==> config.mk <==
export PLATFORM = sky130hd
export DESIGN_NAME = matmul_job_sequencer
export DESIGN_NICKNAME = d
export VERILOG_FILES = /design/src/rtl/matmul_job_sequencer.sv
export SDC_FILE = /design/constraint.sdc
export NUM_CORES = 1
export LEC_CHECK = 0
export CELL_PAD_IN_SITES_DETAIL_PLACEMENT = 0
export CELL_PAD_IN_SITES_GLOBAL_PLACEMENT = 1
export CORE_MARGIN = 5
export CORE_UTILIZATION = 35
export CTS_BUF_LIST = sky130_fd_sc_hd__clkbuf_8
export DETAILED_ROUTE_END_ITERATION = 8
export GPL_TIMING_DRIVEN = 0
export PLACE_DENSITY_LB_ADDON = 0.1
export SYNTH_ARGS = -nofsm -noshare
export SYNTH_HDL_FRONTEND = slang
export SYNTH_SLANG_ARGS = --single-unit
==> constraint.sdc <==
create_clock -name clk -period 2.9 [get_ports clk]
set_input_delay 0.58 -clock clk [delete_from_list [all_inputs] [get_ports clk]]
set_output_delay 0.58 -clock clk [all_outputs]
set_load 0.01 [all_outputs]
==> src/rtl/matmul_job_sequencer.sv <==
// matmul_job_sequencer: runs one HIR matmul kernel job at a time.
// Accepts a job from the host and hands memory ownership to the kernel.
// Issues a single-cycle tstart, then tracks every banked result write in a
// coverage bitmap. The run ends on completion, abort or timeout, and the
// status/cycle report is held on a valid/ready handshake.
//
// Ports:
//   clk, rst_n          clock (rising edge), async active-low reset
//   job_valid/job_ready host job request handshake
//   abort               host abort of the current run
//   kern_tstart         one-cycle start pulse to the kernel
//   mem_sel             1 = kernel owns operand/result memories
//   kern_wr_en          per-bank result write strobe
//   kern_wr_addr        per-bank result address, bank b at [b*ADDR_W +: ADDR_W]
//   done_valid/ready    report handshake
//   done_status         0 ok, 1 timeout, 2 duplicate write, 3 aborted
//   done_cycles         cycles from tstart to exit, inclusive
module matmul_job_sequencer #(
    parameter int unsigned BANKS   = 16,
    parameter int unsigned ADDR_W  = 4,
    parameter int unsigned TIMEOUT = 4096,
    parameter int unsigned CYC_W   = 16
) (
    input  logic                      clk,
    input  logic                      rst_n,
    input  logic                      job_valid,
    output logic                      job_ready,
    input  logic                      abort,
    output logic                      kern_tstart,
    output logic                      mem_sel,
    input  logic [BANKS-1:0]          kern_wr_en,
    input  logic [BANKS*ADDR_W-1:0]   kern_wr_addr,
    output logic                      done_valid,
    input  logic                      done_ready,
    output logic [1:0]                done_status,
    output logic [CYC_W-1:0]          done_cycles
);

    localparam int unsigned DEPTH = 2 ** ADDR_W;

    localparam logic [CYC_W-1:0] CNT_MAX     = '1;
    localparam logic [CYC_W-1:0] CNT_TIMEOUT = CYC_W'(TIMEOUT);

    localparam logic [1:0] STAT_OK      = 2'd0;
    localparam logic [1:0] STAT_TIMEOUT = 2'd1;
    localparam logic [1:0] STAT_DUP     = 2'd2;
    localparam logic [1:0] STAT_ABORT   = 2'd3;

    localparam logic [2:0] S_IDLE   = 3'd0;
    localparam logic [2:0] S_ARM    = 3'd1;
    localparam logic [2:0] S_START  = 3'd2;
    localparam logic [2:0] S_RUN    = 3'd3;
    localparam logic [2:0] S_REPORT = 3'd4;

    logic [2:0]                  state_q, state_d;
    logic [BANKS-1:0][DEPTH-1:0] map_q, map_d, map_upd;
    logic                        dup_q, dup_d, dup_hit;
    logic [CYC_W-1:0]            cnt_q, cnt_d;
    logic                        job_ready_d, kern_tstart_d, mem_sel_d, done_valid_d;
    logic [1:0]                  done_status_d;
    logic [CYC_W-1:0]            done_cycles_d;
    logic                        map_full;

    // Merge this cycle's writes into the bitmap; flag any bit already set.
    always_comb begin
        map_upd = map_q;
        dup_hit = 1'b0;
        for (int b = 0; b < int'(BANKS); b++) begin
            if (kern_wr_en[b]) begin
                if (map_q[b][kern_wr_addr[b*ADDR_W +: ADDR_W]]) begin
                    dup_hit = 1'b1;
                end
                map_upd[b][kern_wr_addr[b*ADDR_W +: ADDR_W]] = 1'b1;
            end
        end
        map_full = &map_upd;
    end

    // Next-state and next registered-output values.
    always_comb begin
        state_d       = state_q;
        map_d         = map_q;
        dup_d         = dup_q;
        cnt_d         = cnt_q;
        job_ready_d   = job_ready;
        kern_tstart_d = 1'b0;
        mem_sel_d     = mem_sel;
        done_valid_d  = done_valid;
        done_status_d = done_status;
        done_cycles_d = done_cycles;

        case (state_q)
            S_IDLE: begin
                if (job_valid && job_ready) begin
                    state_d     = S_ARM;
                    map_d       = '0;
                    dup_d       = 1'b0;
                    cnt_d       = '0;
                    job_ready_d = 1'b0;
                    mem_sel_d   = 1'b1;
                end
            end
            // Guard cycle: memory muxes settle before the kernel starts.
            S_ARM: begin
                state_d       = S_START;
                kern_tstart_d = 1'b1;
                cnt_d         = CYC_W'(1);
            end
            S_START, S_RUN: begin
                state_d = S_RUN;
                map_d   = map_upd;
                dup_d   = dup_q | dup_hit;
                cnt_d   = (cnt_q == CNT_MAX) ? cnt_q : cnt_q + CYC_W'(1);
                // Exit priority: full > abort > timeout.
                if (map_full || abort || (cnt_q == CNT_TIMEOUT)) begin
                    state_d       = S_REPORT;
                    mem_sel_d     = 1'b0;
                    done_valid_d  = 1'b1;
                    done_cycles_d = cnt_q;
                    if (map_full) begin
                        done_status_d = (dup_q | dup_hit) ? STAT_DUP : STAT_OK;
                    end else if (abort) begin
                        done_status_d = STAT_ABORT;
                    end else begin
                        done_status_d = STAT_TIMEOUT;
                    end
                end
            end
            S_REPORT: begin
                if (done_ready) begin
                    state_d      = S_IDLE;
                    done_valid_d = 1'b0;
                    job_ready_d  = 1'b1;
                end
            end
            default: begin
                state_d      = S_IDLE;
                job_ready_d  = 1'b1;
                mem_sel_d    = 1'b0;
                done_valid_d = 1'b0;
            end
        endcase
    end

    // State and output registers.
    always_ff @(posedge clk or negedge rst_n) begin
        if (!rst_n) begin
            state_q     <= S_IDLE;
            map_q       <= '0;
            dup_q       <= 1'b0;
            cnt_q       <= '0;
            job_ready   <= 1'b1;
            kern_tstart <= 1'b0;
            mem_sel     <= 1'b0;
            done_valid  <= 1'b0;
            done_status <= 2'd0;
            done_cycles <= '0;
        end else begin
            state_q     <= state_d;
            map_q       <= map_d;
            dup_q       <= dup_d;
            cnt_q       <= cnt_d;
            job_ready   <= job_ready_d;
            kern_tstart <= kern_tstart_d;
            mem_sel     <= mem_sel_d;
            done_valid  <= done_valid_d;
            done_status <= done_status_d;
            done_cycles <= done_cycles_d;
        end
    end

endmodule

# Word-level counts from Yosys, hierarchy flattened
# Index checks and enable logic that the tools add are counted.
# totals
elab_cells,257
romBits,0
output_inout_bits,22
latch_bits,0
n_memories,0
ramBits,0
regBits,298
in_bits,85
# op_classes
reduce_logical,34
n_bitwise,20
order_cmp,32
n_mux,135
eq_ne,10
mul,0
addsub,1
n_shift,0
div,0
# ops
operator,count
$pmux W256 S2,1
$mux W16,18
$mux W256,1
$or A16 B16 Y16,16
$reduce_and A256 Y1,1
$lt A4 B5 Y1 const B,16
$mux W1,71
$bmux W1 S4,16
$demux W1 S4,16
$ge A4 B1 Y1 const B,16
$pmux W16 S3,1
$logic_and A1 B1 Y1,17
$add A16 B1 Y16 const B,1
$eq A16 B13 Y1 const B,1
$eq A16 B16 Y1 const B,1
$pmux W3 S4,1
$reduce_and A3 Y1,4
$mux W3,3
$pmux W1 S3,3
$ne A2 B2 Y1 const B,4
$eq A3 B2 Y1 const B,2
$mux W2,3
$reduce_and A2 Y1,3
$reduce_or A2 Y1,3
other kinds (10),13

# Depth between registers and ports, before layout
# logic_depth
word_depth,37
depth_mapped,12
depth_no_buf,9

# Least setup slack after synthesis
# OpenSTA, ideal clock, no wires.
# synth_timing
kind,input -> register
startpoint,input port kern_wr_addr[42]
endpoint,register done_cycles[10]
setup_slack_ns,-0.512
arrival_time_ns,3.287
cell_stages,12
path_buffers,3
required_ns,2.775
setup_time_ns,0.125
cell_sequence,buf_2 -> and3_1 -> buf_2 -> a21oi_1 -> nor4_1 -> nand4_1 -> or4_1 -> or4_4 -> nor3_4 -> o21ai_4 -> buf_6 -> mux2_4
# synth_between
elab_chain_cells,10
elab_cells_between_ends,11
cone_classes,2 x order compare; 3 x mux; 1 x bitwise; 5 x reduce/logical
# synth_lines
item,line_no,rtl
from (decl),32,"input logic [BANKS*ADDR_W-1:0] kern_wr_addr,"
$lt A4 B5 Y1 (implied by the code) or $ge A4 B1 Y1 (tied branches),73,map_upd[b][kern_wr_addr[b*ADDR_W +: ADDR_W]] = 1'b1;
$logic_and A1 B1 Y1 (implied by the code),73,
$mux W1 (implied by the code),73,
$demux W1 S4 (*),73,
$or A16 B16 Y16 (no line) (*),n/a,
$mux W16 (*),69,if (kern_wr_en[b]) begin
$reduce_and A256 Y1 (*),76,map_full = &map_upd;
$logic_or A1 B1 Y1 (*) (2 in a row),115,if (map_full || abort || (cnt_q == CNT_TIMEOUT)) begin
$reduce_and A2 Y1 (no line) (*),n/a,
to (signal assigned),168,done_cycles <= done_cycles_d;
to (decl),36,output logic [CYC_W-1:0] done_cycles
# Mark *: on every way between the ends. The rest lies on a longest branch, timed or not.
# A chain may end at the register's enable or synchronous reset.

# Worst setup path in the final report
# layout_timing
startpoint,input port kern_wr_addr[13]
endpoint,register done_cycles[11]
# Same word-level chain as after synthesis.

==> reports/metrics.yaml <==
io_buffer_count: 90
required_ns: 3.43
dieArea_um2: 52300
yosysMostFrequentCell: "a21oi_1"
path_clk_slew_ns: 0.06
grt_pass1_wl_um: 101000
cts_buffers: 58
rr_worst_depth: 10
wl_per_cell_um: 25.9
clock_path_buffers: 3
gr-total-overflow: 0
clkLatencyLatePin_ns: 0.65
nNetsFinal: 2045
power.density_nw_per_um2: 453
ff2ff_setup_slack_ns: -0.30
holdPathStages: 2
maxCapViolations: 0
multiInputGateArea_um2: 9470
r2r_start: "map_q[166]$_DFFE_PN0P_"
status: "complete, but fails checks"
dr.pass1.iters: 5
p_leak_nw: 9.55
regArea_um2: 7460
start_util_pct: 35.2
rows: 80
holdWs_ns: 0.237
crit_path_max_incr_delay_ns: 0.53
rsz0062_at_grt: "yes"
fp.dieH_um: 229
gr-usage-all-layers_pct: 25.3
critical_path.top_delay_family: "simple AND/OR/NAND/NOR gates"
min_to: "map_q[53]$_DFFE_PN0P_"
drive_above_1_share_pct: 23.6
critPathSlowestCell: "nor2_1"
violations: "negative setup slack"
drt-initial-drc-count: 1440
vias: 15700
yosysTopAreaCellShare_pct: 44.4
async_reset_ff_share_pct: 100
slew-limit-headroom_pct: 36.7
grt_pass1_vias: 15300
core_area_um2: 47500
period_share_pct: 114
setup_viol_count_final: 23
yosys.area.top_type: "dfrtp_1"
finalWorstSetupSlack_ns: -0.413
grt_max_degree: 110
path_cells: "buf_2 > nor2_1 > a21oi_1 > nor4_4 > nand4_1 > nor4_4 > nand4_1 > nor3_4 > o21ai_4 > clkbuf_16 > mux2_4"
hold_viol: 0
boundaryPins: 107
yosys-top-cells-count: "309 x a21oi_1, 297 x dfrtp_1, 288 x nor2_1"
timing.rr.end: "done_cycles[11]$_DFFE_PN0P_"
syn_inst: 1770
crit_path_max_fanout: 8
place_ws_ns: -2.36
hold_start: "kern_wr_addr[15]"
synth_edf_count: 0
start_kind: "primary input"
ys_types: 69
syn_avg_cell_area_um2: 9.46
final_util_pct: 44.5
drc: 0
cts_tree: "built"
cp.arrival_ns: 3.84
skew_ns: 0.0234
hold_path_class: "primary input to flop"
ys_warn_count: 0
vdd_drop_max_mv: 0.233
ys_ff_latch: 298
fmax_mhz: 302
wirelength_um: 67900
p_total_mw: 9.58
fin_crit_ns: 3.31
path_class: "primary input to flop"
tightestPinTransition_ns: 0.950
crit_buf_inv: 2
yosysSeqAreaShare_pct: 44.5
cp-end-kind: "flop"
cts_sinks: 298
nFillCells: 4690
place_hpwl_um: 49000
synth_flop_cell: "dfrtp_1"
area.growth.synth_to_final_pct: 26.4
cts-root-buf: "clkbuf_8"
via_per_inst: 5.98
ant_nets: 0
grt_antenna_before_repair: 2
synthTopCellsByArea: "dfrtp_1 44%, a21oi_1 9.2%, mux4_2 8.7%, nor2_1 6.5%, a31oi_1 4.1%"
gp_congestion: 0.906
maxSlewViolCount: 0
syn_area_um2: 16700
h-tree-depth: 2
syn-num-nets: 1857
die_w_um: 229
-- flip-flops by register name (all words and copies together), names as in the netlist --
signal	count
cnt_q	16
done_cycles	16
done_status	2
done_valid	1
dup_q	1
job_ready	1
kern_tstart	1
map_q	256
mem_sel	1
state_q	3
-- power by group --
part	total, mW	switching, mW	internal [mW]
clock	4.46	1.97	2.49
sequential	4.22	0.0295	4.19
combinational	0.902	0.568	0.335
total	9.58	2.57	7.01
-- layout by cell type, fill, tap and decap left out, types with 18 or more instances in the layout --
| cell type | n |
|---|---|
| mux4_2 | 65 |
| and3b_1 | 20 |
| nand2_1 | 47 |
| buf_6 | 22 |
| nand3_1 | 31 |
| nor4_1 | 18 |
| buf_4 | 57 |
| clkbuf_8 | 85 |
| and3_1 | 30 |
| clkdlybuf4s50_1 | 27 |
| clkbuf_2 | 32 |
| dlygate4sd2_1 | 41 |
| a32oi_1 | 19 |
| nor2b_1 | 50 |
| nand4_1 | 30 |
| nor2_1 | 279 |
| inv_1 | 44 |
| a21oi_1 | 298 |
| a31oi_1 | 98 |
| dfrtp_1 | 297 |
| clkbuf_1 | 30 |
| buf_2 | 18 |
-- routing by layer --
layer | global-route usage [%] | vias to the layer above | wire (um)
met5 | 0 | - | 13
met4 | 9.36 | 2 | 2690
met3 | 6.25 | 122 | 5110
met2 | 38.6 | 605 | 30700
met1 | 35.0 | 7919 | 29400
li1 | - | 7005 | -
-- worst max-delay path by stage --
stage | start | endpoint | slack (ns) | cells after the start
finish | kern_wr_addr[13] | done_cycles[11]$_DFFE_PN0P_ | -0.41 | 11
CTS | map_q[166]$_DFFE_PN0P_ | done_cycles[10]$_DFFE_PN0P_ | -0.35 | 10
detailed placement | kern_wr_addr[46] | done_cycles[10]$_DFFE_PN0P_ | -2.36 | 10
floorplan | kern_wr_addr[1] | done_cycles[10]$_DFFE_PN0P_ | -0.40 | 12
global route | map_q[166]$_DFFE_PN0P_ | done_cycles[11]$_DFFE_PN0P_ | -0.38 | 10
global placement | rst_n | map_q[212]$_DFFE_PN0P_ | -12.74 | 1
-- stage by stage --
stage / instances / setup TNS [ns] / area (um^2)
3_3_place_gp: 2475 / -3976.23 / 18600
3_5_place_dp: 2477 / -197.27 / 18600
2_1_floorplan: 1770 / -5.17 / 16900
6_report: 2619 / -8.33 / 21200
4_1_cts: 2612 / -12.56 / 21000
5_1_grt: 2617 / -8.51 / 21200
-- logic make-up (layout without fill, tap and decap cells) --
logic type	after synthesis	in the layout	share of synthesized area (%)
buffers and inverters	164	396	4.08
muxes	92	92	10.7
and+or+nand+nor	657	657	20.5
AOI/OAI and AO/OA	545	545	19.4
adders and majority gates	2	2	0.149
xor gates and xnor gates	12	12	0.628
DFF	298	298	44.5
other	0	2	0
-- final cells by class --
class,count,area share [%]
multi-input combinational,1308,44.7
sequential,298,35.2
timing repair buffer,143,6.28
clock buffer,79,5.14
buffer,123,3.90
tap,615,3.64
clock inverter,25,0.597
inverter,26,0.461
antenna,2,0.0236
-- repair_timing --
item	in CTS	in global routing
hold buffers	1	0
gates cloned	1	0
gates resized for setup	323	53
endpoints found under the hold margin	81	0
pin swaps	26	16
setup endpoints to repair	230	175
setup buffers	45	9
No activity file was read; power rests on OpenSTA's default activity.
==> variant (config.mk and constraints unchanged) <==
Set the parameter `CYC_W` to 20 (it was 16).
--- a/src/rtl/matmul_job_sequencer.sv
+++ b/src/rtl/matmul_job_sequencer.sv
@@ -20,5 +20,5 @@
     parameter int unsigned ADDR_W  = 4,
     parameter int unsigned TIMEOUT = 4096,
-    parameter int unsigned CYC_W   = 16
+    parameter int unsigned CYC_W   = 20
 ) (
     input  logic                      clk,
Interface: changed (resized done_cycles); port bits go from 107 to 111. No check against the original RTL was run, so the function may have changed too.
==> variant against the unedited design <==
Final area up 5.5%. Sequential cell count up 8. The run still ends with setup timing left. Synthesized cell count up 4.0%. Non-clock buffer count up 35. Via count up 3.9%. Routed wire length up 1.8%. Synthesized area up 3.4%. Sequential share of layout area down 0.95 points. Worst setup slack better by 0.39 ns. Clock skew up 0.0029 ns. Count of clock-buffer cells in the layout up 1.
Power is not compared: it rests on default switching activity, and its combinational part moved more than twofold at a synthesized area within 25%.
==> variant: results (changes against the unedited design) <==
status: finished, violations left
failing checks: setup timing
initial antenna violation count: 1 (-1)
Hold Path End: map_q[92]$_DFFE_PN0P_
# setup viols final: 14 (-39%)
gr usage total: 25.20% (-0.067 points)
synth cell count leaders: nor2_1 (312), a21oi_1 (310), dfrtp_1 (305)
dominant cells by area after synthesis: dfrtp_1 (44%), a21oi_1 (9.0%), mux4_2 (8.3%), nor2_1 (6.8%), a31oi_1 (5.2%)
worst-margin pin slew: 0.7804 ns (-0.1695 ns)
Min-Delay Path Depth: 3 (+1)
sequential element share of the synthesized area: 44.23% (-0.31 points)
Initial DRT Pass Iterations: 7 (+2)
combinational power share: 34.0%
reg2reg setup slack: 0.06 ns (+0.36 ns)
Setup crit start: kern_wr_en[5]
DR WL/cell: 24.95 um (-3.7%)
Nets: 2151 (+5.2%)
Synth Area in Compound Gates: 18.58% (-0.86 points)
Reg2Reg Launch Point: map_q[53]$_DFFE_PN0P_
Final HPWL DP: 51.22 mm (+4.5%)
Synthesized Nets: 1927 (+3.8%)
Antenna diodes: 0 (-2)
CP endpoint: done_cycles[15]$_DFFE_PN0P_
Final WS setup: -0.02144 ns (+0.3917 ns)
Synth Area in Adders: 0.1445% (-0.0049 points)
hold path start: kern_wr_addr[23]
number of fill cells: 4790 (+2.1%)
worst-case clock buffer depth: 3 (unchanged)
max incr delay on CP: 0.33 ns (-0.20 ns)
Final Skew: 0.02627 ns (+0.002891 ns)
routed vias: 16260 (+3.9%)
GPL Wtd Cong: 0.9503 (+4.9%)
XOR/XNOR share of the synthesized area: 0.6069% (-0.021 points)
Worst EP arrival: 3.44 ns (-0.40 ns)
Top Registers: map_q: 256 flops, cnt_q: 20 flops, done_cycles: 20 flops
number of DRC markers in iteration 0: 1585 (+10%)
CTS Buf Count: 57 (-1.7%)
[variant: cell types whose count changed in the layout (fill, tap and decap cells not counted), moves of 15 or more]
cell | unedited run | this run
a31oi_1 | 98 | 134
buf_4 | 57 | 86
nor2_1 | 279 | 294
nor3_1 | 14 | 30
inv_1 | 44 | 29
clkbuf_2 | 32 | 49
dlygate4sd2_1 | 41 | 25
[variant: cell type report]
| class | instances | area [um2] | area share [%] |
|---|---|---|---|
| Multi-Input combinational cell | 1385 | 10070 | 45.09 |
| Sequential cell | 306 | 7659 | 34.30 |
| Timing Repair Buffer | 171 | 1529 | 6.847 |
| Clock buffer | 80 | 1101 | 4.931 |
| Buffer | 130 | 950.9 | 4.258 |
| Tap cell | 664 | 830.8 | 3.720 |
| Clock inverter | 22 | 140.1 | 0.6275 |
| Inverter | 13 | 52.55 | 0.2353 |
[variant: layer usage]
layer / GRT usage [%] / part of all wire [%] / vias up / wire length, um
met3: 4.198 / 7.3 / 116 / 5074
met1: 35.12 / 43 / 8194 / 29720
met2: 40.32 / 46 / 623 / 31890
li1: - / - / 7326 / -
met4: 8.179 / 3.6 / 2 / 2457
met5: 0 / 0.0072 / - / 5
[variant: metrics by stage]
step | std cells | hold slack, ns | utilization, %
after floorplan | 1840 | 0.2844 | -
after global placement | 2597 | 0.4645 | 39.28
after detailed placement | 2600 | 0.4700 | 39.46
after CTS | 2751 | 0.2430 | 44.83
after global routing | 2771 | 0.2900 | 45.62
final | 2771 | 0.2881 | 45.62
[variant: what timing repair did]
| item | 4_1_cts | 5_1_grt |
|---|---|---|
| hold endpoints to repair | 63 | 0 |
| gates resized for setup | 343 | 135 |
| setup buffers | 49 | 23 |
| cloned | 2 | 0 |
| hold buffers | 1 | 0 |
| endpoints found under the setup margin | 256 | 161 |
| pin swaps | 40 | 32 |
